==> src/rtl/audio_i2s_pkg.sv <==
// rtl/audio_i2s_pkg.sv - shared constants and FSM state type for the I2S transmit path
package audio_i2s_pkg;

    localparam int DEF_DATA_W     = 24;
    localparam int DEF_FIFO_DEPTH = 4;

    typedef enum logic [1:0] {
        ST_IDLE  = 2'd0,
        ST_LEFT  = 2'd1,
        ST_RIGHT = 2'd2
    } i2s_state_t;

endpackage

==> src/rtl/i2s_frame_fifo.sv <==
// rtl/i2s_frame_fifo.sv - stereo frame FIFO with valid/ready push, pop strobe and level
module i2s_frame_fifo
    import audio_i2s_pkg::*;
#(
    parameter int WIDTH = 2 * DEF_DATA_W,
    parameter int DEPTH = DEF_FIFO_DEPTH
) (
    input  logic                     clk,
    input  logic                     reset,
    input  logic                     push_valid,
    output logic                     push_ready,
    input  logic [WIDTH-1:0]         push_data,
    input  logic                     pop,
    output logic [WIDTH-1:0]         pop_data,
    output logic                     empty,
    output logic [$clog2(DEPTH):0]   level
);

    localparam int AW = $clog2(DEPTH);
    localparam int LW = AW + 1;

    logic [WIDTH-1:0] mem [DEPTH];
    logic [AW-1:0]    wr_ptr;
    logic [AW-1:0]    rd_ptr;
    logic [LW-1:0]    level_q;
    logic             full;
    logic             do_push;
    logic             do_pop;

    // Ready and empty come straight from the registered level, so both
    // decisions in a cycle see the state from before that cycle.
    assign full       = (level_q == LW'(DEPTH));
    assign empty      = (level_q == '0);
    assign push_ready = ~reset & ~full;
    assign do_push    = push_valid & push_ready;
    assign do_pop     = pop & ~empty;
    assign pop_data   = mem[rd_ptr];
    assign level      = level_q;

    always_ff @(posedge clk) begin
        if (do_push) begin
            mem[wr_ptr] <= push_data;
        end
    end

    always_ff @(posedge clk) begin
        if (reset) begin
            wr_ptr  <= '0;
            rd_ptr  <= '0;
            level_q <= '0;
        end else begin
            if (do_push) begin
                wr_ptr <= wr_ptr + 1'b1;
            end
            if (do_pop) begin
                rd_ptr <= rd_ptr + 1'b1;
            end
            if (do_push && !do_pop) begin
                level_q <= level_q + 1'b1;
            end else if (!do_push && do_pop) begin
                level_q <= level_q - 1'b1;
            end
        end
    end

endmodule

==> src/rtl/i2s_tx_serializer.sv <==
// rtl/i2s_tx_serializer.sv - I2S transmitter; I2S_TX_UNDERFLOW_CNT_EN adds a saturating underflow counter
module i2s_tx_serializer
    import audio_i2s_pkg::*;
#(
    parameter int DATA_W     = DEF_DATA_W,
    parameter int FIFO_DEPTH = DEF_FIFO_DEPTH
) (
    input  logic                          clk,
    input  logic                          reset,
    input  logic                          bclk,
    input  logic                          lrclk,
    input  logic                          in_valid,
    output logic                          in_ready,
    input  logic [DATA_W-1:0]             in_left,
    input  logic [DATA_W-1:0]             in_right,
    output logic                          sdata,
    output logic                          underflow,
    output logic [$clog2(FIFO_DEPTH):0]   fifo_level,
    output logic [15:0]                   underflow_cnt
);

    localparam int CW = $clog2(DATA_W + 1);

    i2s_state_t          state;
    logic                bclk_q;
    logic                lr_prev;
    logic [DATA_W-1:0]   shreg;
    logic [DATA_W-1:0]   hold_r;
    logic [CW-1:0]       bits_left;
    logic                bclk_fall;
    logic                bnd_to_left;
    logic                bnd_to_right;
    logic                fifo_empty;
    logic [2*DATA_W-1:0] fifo_head;
    logic [DATA_W-1:0]   head_left;
    logic [DATA_W-1:0]   head_right;

    assign bclk_fall    = bclk_q & ~bclk;
    assign bnd_to_left  = bclk_fall & lr_prev & ~lrclk;
    assign bnd_to_right = bclk_fall & ~lr_prev & lrclk;
    assign head_left    = fifo_empty ? '0 : fifo_head[2*DATA_W-1:DATA_W];
    assign head_right   = fifo_empty ? '0 : fifo_head[DATA_W-1:0];

    i2s_frame_fifo #(
        .WIDTH (2 * DATA_W),
        .DEPTH (FIFO_DEPTH)
    ) u_fifo (
        .clk        (clk),
        .reset      (reset),
        .push_valid (in_valid),
        .push_ready (in_ready),
        .push_data  ({in_left, in_right}),
        .pop        (bnd_to_left),
        .pop_data   (fifo_head),
        .empty      (fifo_empty),
        .level      (fifo_level)
    );

    always_ff @(posedge clk) begin
        if (reset) begin
            state     <= ST_IDLE;
            bclk_q    <= 1'b0;
            lr_prev   <= 1'b0;
            shreg     <= '0;
            hold_r    <= '0;
            bits_left <= '0;
            sdata     <= 1'b0;
            underflow <= 1'b0;
        end else begin
            bclk_q    <= bclk;
            underflow <= 1'b0;
            if (bclk_fall) begin
                lr_prev <= lrclk;
                sdata   <= 1'b0;
                // The boundary fall itself carries no data bit: the MSB goes
                // out one fall later, which is the I2S one-bit delay.
                if (bnd_to_left) begin
                    state     <= ST_LEFT;
                    shreg     <= head_left;
                    hold_r    <= head_right;
                    bits_left <= CW'(DATA_W);
                    underflow <= fifo_empty;
                end else if (bnd_to_right && state == ST_LEFT) begin
                    state     <= ST_RIGHT;
                    shreg     <= hold_r;
                    bits_left <= CW'(DATA_W);
                end else if (state != ST_IDLE && bits_left != '0) begin
                    sdata     <= shreg[DATA_W-1];
                    shreg     <= shreg << 1;
                    bits_left <= bits_left - 1'b1;
                end
            end
        end
    end

`ifdef I2S_TX_UNDERFLOW_CNT_EN
    logic [15:0] uf_cnt;

    always_ff @(posedge clk) begin
        if (reset) begin
            uf_cnt <= '0;
        end else if (bnd_to_left && fifo_empty && uf_cnt != 16'hFFFF) begin
            uf_cnt <= uf_cnt + 16'd1;
        end
    end

    assign underflow_cnt = uf_cnt;
`else
    assign underflow_cnt = 16'd0;
`endif

endmodule

==> config.mk <==
export PLATFORM = sky130hd
export DESIGN_NAME = i2s_tx_serializer
export DESIGN_NICKNAME = d
export VERILOG_FILES = /design/src/rtl/audio_i2s_pkg.sv /design/src/rtl/i2s_frame_fifo.sv /design/src/rtl/i2s_tx_serializer.sv
export SDC_FILE = /design/constraint.sdc
export NUM_CORES = 1
export LEC_CHECK = 0
export ABC_AREA = 1
export BUFFER_PORTS_ARGS = -buffer_cell sky130_fd_sc_hd__buf_4
export CORE_UTILIZATION = 65
export CTS_CLUSTER_DIAMETER = 60
export DETAILED_ROUTE_END_ITERATION = 10
export PLACE_DENSITY = 0.85
export SETUP_SLACK_MARGIN = 0.2
export SYNTH_ARGS = -nofsm -noshare
export SYNTH_HDL_FRONTEND = slang
export SYNTH_SLANG_ARGS = --single-unit
==> constraint.sdc <==
create_clock -name clk -period 8.7 [get_ports clk]
set_input_delay 0.87 -clock clk [delete_from_list [all_inputs] [get_ports clk]]
set_output_delay 0.87 -clock clk [all_outputs]
set_load 0.05 [all_outputs]
==> flow_summary.json <==
{
  "status": "completed",
  "synth_area_um2": 11000,
  "rsz0062_at_grt": "no",
  "holdBufCountCts": 0,
  "powerDensity_nw_per_um2": 203,
  "critPathSlowestCell": "nor2_4",
  "synth_top_area_frac": 0.524,
  "dp_hpwl_um": 13200,
  "p_leak_nw": 5.00,
  "wirelength_um": 21800,
  "clk_path_buf_depth": 3,
  "reg2reg_depth": 5,
  "hold_start": "sdata",
  "max-vdd-ir-drop_v": 0.000186,
  "worstMarginPinSlew_ps": 968,
  "synth-seq-area-share": 0.648,
  "hold_class": "flip-flop to flip-flop",
  "n_antenna_cell": 0,
  "numClockSinks": 260,
  "htreeDepth": 1,
  "min_to": "sdata",
  "final_hold_viol_count": 0,
  "cts_setup_buffers": 0,
  "rows": 47,
  "tritoncts": "done",
  "die_w_um": 132,
  "place_congestion": 0.851,
  "slowest_delay_ps": 790,
  "fill_cells": 1106,
  "antenna_found_initial": 0,
  "ff2ff_setup_slack_ps": 6010,
  "drive_gt1_frac": 0.121,
  "clock-root-buffer": "clkbuf_16",
  "finalSetupViolations": 0,
  "r2r-end": "u_fifo.mem[3][17]",
  "crit_required_ps": 8870,
  "cp_common_cell": "buf_4",
  "grt_max_degree": 83,
  "startpoint_type": "input port",
  "ant_nets": 0,
  "stdcell_area_um2": 12200,
  "grt_pass1_vias": 7335,
  "clock_latency_ps": 520,
  "cts_resized": 0,
  "synth_area_leaders": "edfxtp_1 52%, nand2_1 12%, dfxtp_1 12%, nand3_1 4.0%, inv_1 3.9%",
  "clk_pin_slew_ps": 60,
  "io_buffers": 58,
  "worstSetupPathType": "input port to flip-flop",
  "r2r_start": "u_fifo.level[1]",
  "initial_core_util": 0.666,
  "arrival_ps": 3300,
  "drc_errors": 0,
  "crit_chain": "buf_4 -> inv_1 -> buf_4 -> nand3_1 -> nor2_4 -> buf_4",
  "via_per_inst": 5.39,
  "avgSynthCellArea_um2": 9.84,
  "yosysTopAreaCell": "edfxtp_1",
  "slew_headroom": 0.353,
  "synthDistinctLibCells": 33,
  "grt_use_total": 0.262,
  "nets": 1217,
  "crit_path_end_kind": "flip-flop",
  "first_pass_iters": 5,
  "yosys_warnings": 0,
  "grt_overflow": 0,
  "postPlaceCellArea_um2": 11400,
  "final.setup_skew_ps": 12.1,
  "fp.dieArea_um2": 17400,
  "synthCells": 1118,
  "cts_buffers": 25,
  "drtIter0Drc": 638,
  "coreArea_um2": 16500,
  "min_period_ps": 3130,
  "cp_max_fo": 38,
  "fin_crit_sh": 0.360,
  "worst-path-buf-inv": 4,
  "crit_family": "simple AND/OR/NAND/NOR gates",
  "die_y_um": 132,
  "fmax_ghz": 0.319,
  "tns_ps": 0,
  "grt_first_pass_wirelength_um": 35800,
  "min_path_cells": 2,
  "vias": 7501,
  "detail_route.wl_per_cell_um": 15.7,
  "fin_util": 0.737,
  "area_delta_synth_final_pct": 10.7,
  "io_pins": 75,
  "cap_violations": 0,
  "drv_slew": 0,
  "ys_seq_elements": 260
}
-- metal layers --
| layer | vias up | track usage | part of all wire |
|---|---|---|---|
| li1 | 3669 | - | - |
| met1 | 3453 | 0.332 | 0.40 |
| met2 | 321 | 0.442 | 0.49 |
| met3 | 58 | 0.0538 | 0.084 |
| met4 | 0 | 0.106 | 0.026 |
| met5 | - | 0 | 0 |
-- state kept, by name (all words and copies together) (netlist names), 2 cells and up, named ones only --
| name | flops |
|---|---|
| u_fifo.rd_ptr | 2 |
| state | 2 |
| u_fifo.wr_ptr | 2 |
| hold_r | 24 |
| bits_left | 5 |
| shreg | 24 |
| u_fifo.mem | 192 |
| u_fifo.level | 3 |
-- power breakdown --
part           switching [mW]  internal, mW
clock network           0.423         0.569
registers             0.00834          1.36
logic                  0.0769        0.0330
total                   0.509          1.96
-- synthesized netlist by cell type (all sizes together) --
library cell	count
inv	117
buf	62
xor2	2
edfxtp	192
nand3b	1
a31oi	1
conb	1
nand4	1
o22ai	13
clkbuf	8
nand3	98
o22a	1
ha	6
fa	1
nor3	2
o21ai	42
nor2	92
a21oi	34
dfxtp	68
nand2	370
or2	6
-- worst register-to-register path, stage by stage (launching register included) --
cell,delay [ps]
dfxtp_1,420
inv_1,100
nand3_1,110
nand3_1,420
nor2_4,790
buf_4,500
-- metrics by stage --
step / std cells / hold slack (ps) / power (mW) / setup WS (ps)
final: 1391 / 466 / 2.47 / 5570
after global routing: 1391 / 496 / 2.54 / 5320
after CTS: 1391 / 470 / 2.48 / 5540
after detailed placement: 1350 / 455 / 1.50 / 5020
after global placement: 1350 / 449 / 1.50 / 5030
after floorplan: 1133 / 436 / 1.46 / 4730
-- cells by family (layout without fill, tap and decap cells) --
| kind of cell | Yosys count | after routing | share of synthesized area |
|---|---|---|---|
| flip-flops | 260 | 260 | 0.648 |
| AO/OA/AOI/OAI | 91 | 91 | 0.0467 |
| AND/OR/NAND/NOR | 570 | 570 | 0.215 |
| buffers and inverters | 187 | 225 | 0.0795 |
| other | 1 | 16 | 0.000341 |
| XOR/XNOR | 2 | 2 | 0.00159 |
| adder cells (fa/ha/maj) | 7 | 7 | 0.00864 |
-- final cells by class --
class / count / area, um2 / share of cell area
Multi-Input combinational cell: 686 / 3090 / 0.253
Tap cell: 220 / 275 / 0.0226
Clock buffer: 32 / 672 / 0.0552
Clock inverter: 9 / 71.3 / 0.00586
Sequential cell: 260 / 7130 / 0.586
Inverter: 117 / 439 / 0.0361
Timing Repair Buffer: 67 / 503 / 0.0413
-- cell usage in the layout (no fill, tap or decap), drive strengths merged, types with 6 or more instances in the layout --
master / instances
o22ai: 13
nand3: 98
ha: 6
or2: 6
buf: 67
conb: 16
clkinv: 6
nor2: 92
a21oi: 34
inv: 117
o21ai: 42
clkbuf: 32
edfxtp: 192
nand2: 370
dfxtp: 68
-- worst max path at each step --
stage	to	depth (start not counted)	slack [ps]	start
after floorplan	u_fifo.mem[0][0]	5	4730	reset
after global placement	u_fifo.mem[2][35]	6	5030	reset
after detailed placement	u_fifo.mem[3][15]	6	5020	reset
after CTS	u_fifo.mem[3][17]	6	5540	reset
after global routing	u_fifo.mem[3][17]	6	5320	reset
final	u_fifo.mem[3][17]	6	5570	reset
(Power assumes the default switching activity.)
